===== src/rtl/text_pkg.sv =====
// Shared types and constants for the character-cell text buffer.
package text_pkg;

    localparam logic [6:0] SPACE = 7'h20;

    typedef enum logic [2:0] {
        OP_CLEAR   = 3'd0,
        OP_NEWLINE = 3'd1,
        OP_HOME    = 3'd2,
        OP_SET_COL = 3'd3,
        OP_SET_ROW = 3'd4
    } opcode_e;

    typedef enum logic {
        ST_CLEARING = 1'b0,
        ST_IDLE     = 1'b1
    } state_e;

endpackage


===== src/rtl/text_ram.sv =====
// Simple dual-port character RAM: one write port, registered read-first read port.
module text_ram #(
    parameter int unsigned ADDR_W = 8,
    parameter int unsigned DATA_W = 7
) (
    input  logic              clk,
    input  logic              i_wr_en,
    input  logic [ADDR_W-1:0] i_wr_addr,
    input  logic [DATA_W-1:0] i_wr_data,
    input  logic [ADDR_W-1:0] i_rd_addr,
    output logic [DATA_W-1:0] o_rd_data
);

    localparam int unsigned DEPTH = 2 ** ADDR_W;

    logic [DATA_W-1:0] r_mem [DEPTH];
    logic [DATA_W-1:0] r_rd_data;

    // Read samples the pre-write contents, giving read-first behaviour on collisions.
    always_ff @(posedge clk) begin
        if (i_wr_en) begin
            r_mem[i_wr_addr] <= i_wr_data;
        end
        r_rd_data <= r_mem[i_rd_addr];
    end

    assign o_rd_data = r_rd_data;

endmodule


===== src/rtl/text_buffer.sv =====
// Character-cell buffer: command/byte-stream writer on one side, VGA overlay
// cell lookup (1-cycle latency) on the other.
module text_buffer
    import text_pkg::*;
#(
    parameter int unsigned       COL_W      = 4,
    parameter int unsigned       ROW_W      = 4,
    parameter int unsigned       CODE_W     = 7,
    parameter logic [CODE_W-1:0] CLEAR_CODE = CODE_W'(SPACE)
) (
    input  logic                   clk,
    input  logic                   rst,
    input  logic [ROW_W+COL_W-1:0] char_xy,
    output logic [CODE_W-1:0]      char_code,
    input  logic                   wr_valid,
    input  logic [7:0]             wr_data,
    output logic                   wr_ready,
    output logic                   busy,
    output logic [ROW_W+COL_W-1:0] cursor
);

    localparam int unsigned        XY_W      = ROW_W + COL_W;
    localparam logic [XY_W-1:0]    LAST_CELL = '1;

    state_e              r_state, w_state_nx;
    logic [XY_W-1:0]     r_cnt, w_cnt_nx;
    logic [XY_W-1:0]     r_cursor, w_cursor_nx;
    logic                r_busy, r_wr_ready, r_rd_mask;
    logic                w_xfer;
    logic                w_we;
    logic [XY_W-1:0]     w_waddr;
    logic [CODE_W-1:0]   w_wdata;
    logic [CODE_W-1:0]   w_rd_data;
    logic [ROW_W-1:0]    w_row;
    logic [COL_W-1:0]    w_col;

    assign w_row  = r_cursor[XY_W-1:COL_W];
    assign w_col  = r_cursor[COL_W-1:0];
    assign w_xfer = wr_valid && (r_state == ST_IDLE);

    // Next-state, clear sweep, cursor update and RAM write port.
    always_comb begin
        w_state_nx  = r_state;
        w_cnt_nx    = r_cnt;
        w_cursor_nx = r_cursor;
        w_we        = 1'b0;
        w_waddr     = r_cursor;
        w_wdata     = CODE_W'(wr_data[6:0]);
        case (r_state)
            ST_CLEARING: begin
                w_we     = 1'b1;
                w_waddr  = r_cnt;
                w_wdata  = CLEAR_CODE;
                w_cnt_nx = r_cnt + XY_W'(1);
                if (r_cnt == LAST_CELL) begin
                    w_state_nx = ST_IDLE;
                end
            end
            ST_IDLE: begin
                if (w_xfer) begin
                    if (!wr_data[7]) begin
                        w_we        = 1'b1;
                        w_cursor_nx = r_cursor + XY_W'(1);
                    end else begin
                        case (opcode_e'(wr_data[6:4]))
                            OP_CLEAR: begin
                                w_state_nx  = ST_CLEARING;
                                w_cnt_nx    = '0;
                                w_cursor_nx = '0;
                            end
                            OP_NEWLINE: w_cursor_nx = {w_row + ROW_W'(1), COL_W'(0)};
                            OP_HOME:    w_cursor_nx = '0;
                            OP_SET_COL: w_cursor_nx = {w_row, COL_W'(wr_data[3:0])};
                            OP_SET_ROW: w_cursor_nx = {ROW_W'(wr_data[3:0]), w_col};
                            default:    w_cursor_nx = r_cursor;
                        endcase
                    end
                end
            end
            default: w_state_nx = ST_CLEARING;
        endcase
    end

    always_ff @(posedge clk or posedge rst) begin
        if (rst) begin
            r_state    <= ST_CLEARING;
            r_cnt      <= '0;
            r_cursor   <= '0;
            r_busy     <= 1'b1;
            r_wr_ready <= 1'b0;
            r_rd_mask  <= 1'b1;
        end else begin
            r_state    <= w_state_nx;
            r_cnt      <= w_cnt_nx;
            r_cursor   <= w_cursor_nx;
            r_busy     <= (w_state_nx == ST_CLEARING);
            r_wr_ready <= (w_state_nx == ST_IDLE);
            // Masks the RAM read issued in a clearing cycle so the overlay sees blanks.
            r_rd_mask  <= (r_state == ST_CLEARING);
        end
    end

    text_ram #(
        .ADDR_W (XY_W),
        .DATA_W (CODE_W)
    ) u_ram (
        .clk       (clk),
        .i_wr_en   (w_we),
        .i_wr_addr (w_waddr),
        .i_wr_data (w_wdata),
        .i_rd_addr (char_xy),
        .o_rd_data (w_rd_data)
    );

    assign char_code = r_rd_mask ? CLEAR_CODE : w_rd_data;
    assign wr_ready  = r_wr_ready;
    assign busy      = r_busy;
    assign cursor    = r_cursor;

endmodule


===== config.mk =====
export PLATFORM = sky130hd
export DESIGN_NAME = text_buffer
export DESIGN_NICKNAME = d
export VERILOG_FILES = /design/src/rtl/text_pkg.sv /design/src/rtl/text_ram.sv /design/src/rtl/text_buffer.sv
export SDC_FILE = /design/constraint.sdc
export NUM_CORES = 2
export LEC_CHECK = 0
export CAP_MARGIN = 5
export CORE_MARGIN = 3
export CORE_UTILIZATION = 40
export DETAILED_ROUTE_END_ITERATION = 6
export PLACE_DENSITY = 0.66
export RECOVER_POWER = 100
export SLEW_MARGIN = 20
export SYNTH_ARGS = -nofsm -noshare
export SYNTH_HDL_FRONTEND = slang
export SYNTH_HIERARCHICAL = 1
export SYNTH_SLANG_ARGS = --single-unit

===== constraint.sdc =====
create_clock -name clk -period 11.29 [get_ports clk]
set_clock_uncertainty 0.1 [all_clocks]
set_input_delay 2.258 -clock clk [delete_from_list [all_inputs] [get_ports clk]]
set_output_delay 2.258 -clock clk [all_outputs]
set_load 0.005 [all_outputs]

==> qor.yml <==
drt-total-wl_mm: 171
synth_xor_xnor_area_share_pct: 0.0368
grt_use_total_pct: 18.3
max_stage_delay_ns: 2.56
max_slew_margin_pct: -244
synth_fp_nets: 3546
setup_viol: 0
grt_max_degree: 224
clockRootBuffer: "clkbuf_16"
drv_slew: 840
postCtsSetupBuffers: 0
gp_congestion: 0.824
internal-power_mw: 11.2
antenna_found_initial: 8
crit_fanout: 78
die_area_um2: 184000
vias: 35646
fp-row-count: 154
rsz0062_at_grt: "no"
min_path_type: "reg2reg"
synth-edff-count: 1792
post-route-util_pct: 44.8
period_share_pct: 70.3
p_leak_nw: 24.6
avgRoutedWirePerCell_um: 28.2
grt_pass1_wl_mm: 249
cts_buffer_depth: 3
core_um2: 177000
cts.sinks: 1818
pwr-share-comb_pct: 9.0
cap_violations: 26
status: "finished, violations left"
io_buffers: 35
ys_warn_count: 6
cts_inserted_buffers: 178
synth_area_leaders: "edfxtp_1 75%, mux4_2 12%, mux2i_1 2.2%, nor2_1 1.6%, a22oi_1 0.65%"
area_growth_pct: 11.0
fmax_ghz: 0.126
synth_top_area_cell: "edfxtp_1"
dp_hpwl_mm: 99.0
synth.avg_cell_area_um2: 20.3
die_x_um: 429
max-vdd-ir-drop_mv: 0.130
clk_latency_ns: 0.80
cp.required_ns: 11.34
synthSimpleGateAreaFrac_pct: 3.78
crit_chain: "dlygate4sd3_1 -> nand2b_1 -> clkbuf_1"
yosysMostFrequentCell: "edfxtp_1"
path_class: "in2reg"
htree_levels: 4
nNetsFinal: 3605
syn_area_um2: 71500
synthMuxAreaShare_pct: 14.7
period_minus_slack_ns: 7.93
ant_nets: 0
tightest_slew_ns: 5.16
synth_top_area_share_pct: 75.3
via_per_inst: 5.88
synth_top_family_by_area: "multiplexers"
yosys_most_used_dff: "edfxtp_1"
pwr-share-clk_pct: 38.2
die_h_um: 429
arrival_ns: 7.98
crit_path_top_delay_cell: "nand2b_1"
power_mw: 14.7
ioPinCount: 36
grt_pass1_vias: 35225
synth-compound-area-share_pct: 3.27
endpoint_kind: "flop"
swShare_pct: 24.0
synth_common_cells: "1,792 x edfxtp_1, 380 x mux4_2, 299 x nor2_1, 156 x mux2i_1, 92 x clkbuf_1"
async_flop_share_pct: 1.05
seqPwrFrac_pct: 52.8
place_inst: 5742
ys_seq_area_share_pct: 76.2
path_clk_slew_ns: 0.06
hold_buffers: 0
gr-total-overflow: 0
synth_cell_types: 67
p_switching_mw: 3.53
cts_tree: "built"
setup_tns_ns: 0
final-hold-violation-count: 0
drt_first_pass_iters: 7
num-fill-cells: 14826
drive_gt1_share_pct: 18.8
postCtsResizedCells: 0
violations: "max-capacitance violations, max-slew violations"
first_iter_violations: 4501
start_util_pct: 40.4
power_density_nw_per_um2: 185
synth_cells: 3524
ys_ff_latch: 1818
synthAdderAreaFrac_pct: 0.0683
fin_cells: 6066
drc: 0
cp-start-kind: "input pin"
## final timing paths
check	startpoint	cells past startpoint	slack, ns	end
max	wr_data[5]	3	3.36	u_ram/r_mem[68][5]
max reg2reg	wr_ready	2	4.83	u_ram/r_mem[68][5]
min reg2reg	r_cnt[7]	1	0.42	r_cnt[7]
min	r_cnt[7]	1	0.42	r_cnt[7]
min in group asynchronous	rst	2	1.97	cursor[0]
max in group asynchronous	rst	2	8.61	r_cnt[7]
## layout by cell type, fill, tap and decap left out, types with 39 or more instances in the layout
master and n:
o22ai_1 66, clkinv_1 39, mux4_2 380, clkbuf_1 63
clkbuf_16 182, mux2i_1 156, nand3_1 46, nor3_1 42
a22oi_1 62, edfxtp_1 1792, nor2_1 297, a21oi_1 53
nand2_1 85
## kinds of logic after synthesis
family,after synthesis
multiplexers,555
AND/OR/NAND/NOR,597
buffers and inverters,220
adder cells (fa/ha/maj),4
flip-flops,1818
AO/OA/AOI/OAI,327
XOR/XNOR,3
## power groups by stage
| stage | sequential [mW] | clock [mW] | combinational [mW] |
|---|---|---|---|
| finish | 7.76 | 5.62 | 1.33 |
| global route | 7.77 | 6.00 | 1.39 |
| CTS | 7.75 | 5.72 | 1.33 |
| detailed placement | 7.89 | 0 | 1.33 |
| global placement | 7.89 | 0 | 1.31 |
| floorplan | 7.91 | 0 | 0.752 |
## worst max-delay path: cells and delay by family
family	cells	cell delay (ns)
and+or+nand+nor	1	2.56
buffers and inverters	2	3.00
## sequential cells by signal, summed over array words and instances (netlist names)
signal / flops
r_rd_mask: 1
wr_ready: 1
u_ram/o_rd_data: 7
busy: 1
r_cnt: 8
u_ram/r_mem: 1792
cursor: 8
## stage by stage
| step | worst slack, ns | instance area, um2 | hold WS (ns) |
|---|---|---|---|
| floorplan | 4.51 | 71500 | 0.370 |
| global placement | 4.43 | 73800 | 0.401 |
| detailed placement | 4.65 | 73900 | 0.409 |
| CTS | 5.52 | 79400 | 0.416 |
| global route | 2.87 | 79300 | 0.451 |
| finish | 3.36 | 79300 | 0.420 |
## cell type report
type | count | area [um2] | area share, %
sequential | 1818 | 54400 | 68.6
multi-input combinational | 1486 | 15700 | 19.7
clock buffer | 232 | 4800 | 6.05
tap | 2340 | 2930 | 3.69
timing repair buffer | 90 | 785 | 0.989
clock inverter | 90 | 691 | 0.871
inverter | 9 | 33.8 | 0.0426
antenna | 1 | 2.50 | 0.00315
## layer usage
layer  track usage (%)  part of all wire [%]
met1              25.7                    40
met2              28.6                    47
met3              4.21                   9.6
met4              5.90                   2.9
met5                 0                 0.016
(Power assumes the default switching activity.)
